<file path="config.mk">
export PLATFORM = sky130hd
export DESIGN_NAME = hilotof_host
export DESIGN_NICKNAME = d
export VERILOG_FILES = /design/src/rtl/hilotof_pkg.sv /design/src/rtl/hilotof_line_parser.sv /design/src/rtl/hilotof_host.sv
export SDC_FILE = /design/constraint.sdc
export NUM_CORES = 1
export LEC_CHECK = 0
export BUFFER_PORTS_ARGS = -buffer_cell sky130_fd_sc_hd__clkbuf_2
export CAP_MARGIN = 20
export CORE_MARGIN = 3
export CORE_UTILIZATION = 56
export CTS_CLUSTER_DIAMETER = 120
export DETAILED_ROUTE_END_ITERATION = 12
export PLACE_DENSITY = 0.8
export SYNTH_ARGS = -nofsm -noshare
export SYNTH_HDL_FRONTEND = slang
export SYNTH_SLANG_ARGS = --single-unit
</file>
<file path="constraint.sdc">
create_clock -name clock -period 2.5 [get_ports clock]
set_clock_uncertainty 0.2 [all_clocks]
set_input_delay 0.125 -clock clock [delete_from_list [all_inputs] [get_ports clock]]
set_output_delay 0.125 -clock clock [all_outputs]
set_load 0.05 [all_outputs]
</file>
<file path="src/rtl/hilotof_pkg.sv">
// Shared HiLoTOF protocol definitions: ASCII constants, hex helpers and encoder states.
package hilotof_pkg;

  localparam logic [7:0] ASCII_CR = 8'h0D;
  localparam logic [7:0] ASCII_LF = 8'h0A;
  localparam logic [7:0] ASCII_R  = 8'h52;

  typedef enum logic [1:0] {
    ST_IDLE,
    ST_HEX,
    ST_TERM,
    ST_RST
  } tx_state_e;

  function automatic logic [7:0] hex_to_ascii(input logic [3:0] nib);
    if (nib < 4'd10) return 8'h30 + {4'h0, nib};
    else             return 8'h37 + {4'h0, nib};
  endfunction

  // Returns {valid, nibble}; only uppercase A-F count as hex digits.
  function automatic logic [4:0] ascii_to_hex(input logic [7:0] c);
    if (c >= 8'h30 && c <= 8'h39)      return {1'b1, c[3:0]};
    else if (c >= 8'h41 && c <= 8'h46) return {1'b1, c[3:0] + 4'd9};
    else                               return 5'b0_0000;
  endfunction

endpackage

</file>
<file path="src/rtl/hilotof_line_parser.sv">
// Receive side: accumulates ASCII hex digits per line and reports words or malformed lines.
module hilotof_line_parser
  import hilotof_pkg::*;
(
  input  logic        clock,
  input  logic        sys_reset_n,
  input  logic [7:0]  rx_data,
  input  logic        rx_valid,
  output logic [31:0] resp_word,
  output logic        resp_valid,
  output logic        resp_error
);

  logic [31:0] acc_q, acc_d;
  logic [3:0]  cnt_q, cnt_d;
  logic        bad_q, bad_d;
  logic [31:0] word_q, word_d;
  logic        valid_q, valid_d;
  logic        error_q, error_d;
  logic [4:0]  dec;

  always_comb begin
    acc_d   = acc_q;
    cnt_d   = cnt_q;
    bad_d   = bad_q;
    word_d  = word_q;
    valid_d = 1'b0;
    error_d = 1'b0;
    dec     = ascii_to_hex(rx_data);
    if (rx_valid) begin
      if (rx_data == ASCII_CR || rx_data == ASCII_LF) begin
        // An empty line (e.g. the LF after CR) is silently ignored.
        if (bad_q || (cnt_q != 4'd0 && cnt_q != 4'd8)) begin
          error_d = 1'b1;
        end else if (cnt_q == 4'd8) begin
          valid_d = 1'b1;
          word_d  = acc_q;
        end
        acc_d = '0;
        cnt_d = '0;
        bad_d = 1'b0;
      end else if (dec[4]) begin
        acc_d = {acc_q[27:0], dec[3:0]};
        if (cnt_q != 4'd9) cnt_d = cnt_q + 4'd1;
      end else begin
        bad_d = 1'b1;
      end
    end
  end

  always_ff @(posedge clock or negedge sys_reset_n) begin
    if (!sys_reset_n) begin
      acc_q   <= '0;
      cnt_q   <= '0;
      bad_q   <= 1'b0;
      word_q  <= '0;
      valid_q <= 1'b0;
      error_q <= 1'b0;
    end else begin
      acc_q   <= acc_d;
      cnt_q   <= cnt_d;
      bad_q   <= bad_d;
      word_q  <= word_d;
      valid_q <= valid_d;
      error_q <= error_d;
    end
  end

  assign resp_word  = word_q;
  assign resp_valid = valid_q;
  assign resp_error = error_q;

endmodule

</file>
<file path="src/rtl/hilotof_host.sv">
// Host end of the HiLoTOF UART link: encodes commands to ASCII lines and parses result lines.
module hilotof_host
  import hilotof_pkg::*;
(
  input  logic        clock,
  input  logic        sys_reset_n,
  input  logic [31:0] cmd_word,
  input  logic        cmd_reset,
  input  logic        cmd_valid,
  output logic        cmd_ready,
  output logic [7:0]  tx_data,
  output logic        tx_valid,
  input  logic        tx_ready,
  input  logic [7:0]  rx_data,
  input  logic        rx_valid,
  output logic [31:0] resp_word,
  output logic        resp_valid,
  output logic        resp_error
);

  tx_state_e   state_q, state_d;
  logic [31:0] word_q, word_d;
  logic [2:0]  idx_q, idx_d;

  always_ff @(posedge clock or negedge sys_reset_n) begin
    if (!sys_reset_n) begin
      state_q <= ST_IDLE;
      word_q  <= '0;
      idx_q   <= '0;
    end else begin
      state_q <= state_d;
      word_q  <= word_d;
      idx_q   <= idx_d;
    end
  end

  // The latched word shifts left per sent digit, so the current digit is always word_q[31:28].
  always_comb begin
    state_d = state_q;
    word_d  = word_q;
    idx_d   = idx_q;
    unique case (state_q)
      ST_IDLE: begin
        if (cmd_valid) begin
          if (cmd_reset) begin
            state_d = ST_RST;
          end else begin
            state_d = ST_HEX;
            word_d  = cmd_word;
            idx_d   = '0;
          end
        end
      end
      ST_HEX: begin
        if (tx_ready) begin
          word_d = {word_q[27:0], 4'h0};
          idx_d  = idx_q + 3'd1;
          if (idx_q == 3'd7) state_d = ST_TERM;
        end
      end
      ST_TERM: if (tx_ready) state_d = ST_IDLE;
      ST_RST:  if (tx_ready) state_d = ST_IDLE;
      default: state_d = ST_IDLE;
    endcase
  end

  always_comb begin
    cmd_ready = 1'b0;
    tx_valid  = 1'b1;
    tx_data   = 8'h00;
    unique case (state_q)
      ST_IDLE: begin
        cmd_ready = 1'b1;
        tx_valid  = 1'b0;
      end
      ST_HEX:  tx_data = hex_to_ascii(word_q[31:28]);
      ST_TERM: tx_data = ASCII_LF;
      ST_RST:  tx_data = ASCII_R;
      default: tx_valid = 1'b0;
    endcase
  end

  hilotof_line_parser u_parser (
    .clock       (clock),
    .sys_reset_n (sys_reset_n),
    .rx_data     (rx_data),
    .rx_valid    (rx_valid),
    .resp_word   (resp_word),
    .resp_valid  (resp_valid),
    .resp_error  (resp_error)
  );

endmodule
</file>
==> flow_summary.json <==
{
  "outcome": "finished, final reports clean",
  "path_clk_slew_ps": 100,
  "port_buffers": 88,
  "setup_ws_ps": 160,
  "rows": 33,
  "cpLargestDelayFamily": "buffers and inverters",
  "yosys_warnings": 0,
  "slowest_stage": "dlygate4sd3_1",
  "cts_tree": "built",
  "grt_pass1_wl_um": 18800,
  "postPlaceCellArea_um2": 5550,
  "wl_met3_um": 514,
  "wl_met1_um": 4920,
  "crit_path_max_fanout": 15,
  "netlist_instances": 490,
  "preCtsSetupSlack_ps": 233,
  "r2r_cells": 6,
  "antenna_cells": 0,
  "wl_per_cell_um": 15.3,
  "grt_pass1_vias": 3937,
  "cts_buffers": 9,
  "start_util": 0.592,
  "seq_area_frac_synth": 0.539,
  "p_int_uw": 3370,
  "area_growth_pct": 23.5,
  "final_area_um2": 6190,
  "power_density_nw_per_um2": 900,
  "cap_violations": 0,
  "hold_path_end": "u_parser.acc_q[3]",
  "regArea_um2": 2700,
  "remaining_drc_errors": 0,
  "nets": 668,
  "seqPwrFrac": 0.435,
  "fill_cells": 564,
  "p_comb_frac": 0.353,
  "hold_viol": 0,
  "r2r-end": "state_q[1]",
  "grt_usage": 0.233,
  "crit_buf_inv": 4,
  "min_delay_path_depth": 3,
  "synth_seq_cells": 108,
  "drive_above_1_share": 0.253,
  "drt-pass1-iter-count": 4,
  "cts_resized": 0,
  "end_kind": "register",
  "setup_violations": 0,
  "slew_viol_final": 0,
  "via_count": 3982,
  "min_period_ps": 2340,
  "path_class": "input pin to register",
  "core_um2": 8460,
  "syn_area_um2": 5010,
  "multiInputGateArea_um2": 2110,
  "fin_tns_setup_ps": 0,
  "r2r_slack_ps": 340,
  "drt-total-wl_um": 11000,
  "path_cells": "dlygate4sd3_1 -> clkbuf_2 -> inv_1 -> ha_1 -> mux2i_1 -> nand4bb_4 -> nor2_4 -> and3_4 -> buf_12 -> mux2_2",
  "ios": 90,
  "ys_types": 45,
  "grt_max_degree": 61,
  "h-tree-depth": 3,
  "startpoint_type": "input pin",
  "fin_crit_sh": 0.936,
  "clkPwrFrac": 0.212,
  "ir_worst_vdd_mv": 0.594,
  "grt_setup_unrepaired": "false",
  "cts_root_buffer": "clkbuf_8",
  "highest_layer": "met4",
  "cp.arrival_ps": 2390,
  "power.net_switching_uw": 2210,
  "fp.dieW_um": 101,
  "fp.dieH_um": 101,
  "hpwl_um": 6990,
  "wl_met2_um": 5270,
  "via_per_inst": 5.52,
  "drt_iter0_markers": 194,
  "worstSkewPairLatency_ps": 360,
  "fmax_mhz": 427,
  "detail-route-antenna-nets": 0,
  "hold_start": "rx_data[3]",
  "cpPeakStageDelay_ps": 530,
  "p_leak_uw": 0.00299,
  "swShare": 0.396,
  "die_area_um2": 10100,
  "grt_antenna_before_repair": 0,
  "cts.sinks": 108,
  "r2r_start": "idx_q[0]",
  "synth_fp_nets": 547,
  "grt-ovfl-total": 0,
  "clk_path_buf_depth": 2,
  "synth.avg_cell_area_um2": 10.2,
  "gp_congestion": 0.825,
  "required_ps": 2550,
  "min_path_type": "input pin to register"
}
## cells in the final DEF, fill, tap and decap left out, types with 2 or more instances in the layout
| cell | synthesis | layout |
|---|---|---|
| nor2_1 | 37 | 36 |
| and2_1 | 2 | 2 |
| inv_6 | 0 | 3 |
| mux2_2 | 4 | 4 |
| buf_4 | 1 | 7 |
| buf_12 | 4 | 5 |
| a31oi_1 | 29 | 29 |
| o22ai_1 | 2 | 2 |
| nand3_1 | 6 | 6 |
| clkbuf_8 | 0 | 9 |
| mux2_4 | 29 | 29 |
| inv_1 | 11 | 11 |
| a21o_1 | 2 | 2 |
| dlygate4sd3_1 | 0 | 40 |
| nand2_1 | 142 | 142 |
| a21oi_1 | 10 | 8 |
| ha_1 | 11 | 11 |
| xnor2_1 | 3 | 3 |
| o21ai_0 | 35 | 35 |
| mux2i_1 | 3 | 3 |
| clkbuf_2 | 0 | 87 |
| dfrtp_1 | 108 | 108 |
| and3_1 | 2 | 2 |
| a21oi_4 | 0 | 2 |
| a32o_1 | 2 | 2 |
| bufinv_16 | 0 | 2 |
## synth_stat cells
cell	number	area, µm²
nand4bb_4	1	27.5
nand3_1	6	30.0
dfrtp_1	108	2700
xnor2_1	3	26.3
nor3_4	1	16.3
and2_1	2	12.5
ha_1	11	138
conb_1	1	3.75
a21o_1	2	15.0
o221ai_1	1	8.76
clkbuf_1	17	63.8
nand4bb_1	1	11.3
inv_1	11	41.3
nor3b_1	1	7.51
a21oi_1	10	50.1
o21a_1	1	7.51
and3_4	1	11.3
nand4_1	1	6.26
nor2b_1	1	6.26
o2bb2ai_1	1	8.76
nand2b_1	1	6.26
buf_4	1	7.51
and3_1	2	12.5
buf_12	4	80.1
buf_2	7	35.0
a31oi_1	29	181
nand2_1	142	533
and4bb_2	1	12.5
nor2_4	1	11.3
o21bai_1	1	7.51
or3b_1	1	8.76
a22oi_1	1	7.51
mux2_4	29	435
or4_1	1	7.51
mux2i_1	3	30.0
a311oi_1	1	8.76
mux2_2	4	45.0
o21ai_0	35	175
a211oi_1	1	7.51
o211ai_1	1	7.51
o22ai_1	2	12.5
a311oi_2	1	15.0
nor2_1	37	139
a41o_1	1	10.0
a32o_1	2	20.0
## stage by stage
stage,instances,total power [µW],hold WS (ps),util
floorplan,490,3800,-371,-
global placement,663,4220,-119,0.656
detailed placement,663,4310,-114,0.656
CTS,719,5550,0.984,0.730
global route,721,5930,19.2,0.731
finish,721,5570,15.6,0.731
## per-layer routing
| layer | vias up | global-route usage |
|---|---|---|
| met5 | - | 0 |
| met2 | 122 | 0.359 |
| met3 | 32 | 0.0381 |
| met4 | 0 | 0.102 |
| met1 | 1935 | 0.326 |
| li1 | 1893 | - |
## flip-flops by register name, indices dropped and copies added, names as in the netlist
| register | cells |
|---|---|
| u_parser.resp_valid | 1 |
| u_parser.acc_q | 32 |
| state_q | 2 |
| idx_q | 3 |
| u_parser.cnt_q | 4 |
| word_q | 32 |
| u_parser.bad_q | 1 |
| u_parser.resp_error | 1 |
| u_parser.resp_word | 32 |
## final cells by class
| class | count | area share |
|---|---|---|
| sequential | 108 | 0.437 |
| clock buffer | 10 | 0.0206 |
| inverter | 11 | 0.00667 |
| multi-input combinational | 342 | 0.340 |
| tap | 105 | 0.0212 |
| timing repair buffer | 139 | 0.160 |
| clock inverter | 6 | 0.0152 |
## worst register-to-register path, cell delays in order (launching register included)
cell           delay (ps)
dfrtp_1               410
ha_1                  210
ha_1                  190
and3_1                170
a311oi_1              240
a21oi_1                70
dlygate4sd3_1         570
## kinds of logic after synthesis
kind of cell               share of synthesized area
AOI/OAI and AO/OA                              0.108
xor gates and xnor gates                     0.00524
adders and majority gates                     0.0275
buffers and inverters                         0.0454
DFF                                            0.539
muxes                                          0.102
other                                       0.000748
and+or+nand+nor                                0.172
## worst max path at each step
stage / to / from / depth (start not counted)
2_1_floorplan: tx_data[1] / word_q[29] / 5
3_3_place_gp: u_parser.resp_word[0] / rx_data[1] / 9
3_5_place_dp: u_parser.resp_word[2] / rx_data[1] / 9
4_1_cts: u_parser.resp_word[2] / rx_data[1] / 10
5_1_grt: u_parser.acc_q[9] / rx_data[1] / 10
6_report: u_parser.resp_word[2] / rx_data[1] / 10
## repair_timing
action,CTS,global route
endpoints found under the setup margin,0,25
hold buffers,40,0
buffers inserted,0,2
endpoints found under the hold margin,151,0
## power groups by stage
| stage | combinational, µW | sequential [µW] | clock (µW) |
|---|---|---|---|
| finish | 1970 | 2430 | 1180 |
| global route | 2190 | 2470 | 1270 |
| CTS | 1940 | 2410 | 1200 |
| detailed placement | 1870 | 2440 | 0 |
| global placement | 1810 | 2410 | 0 |
| floorplan | 1450 | 2340 | 0 |
Note: power is estimated with default switching activity, not from simulation.
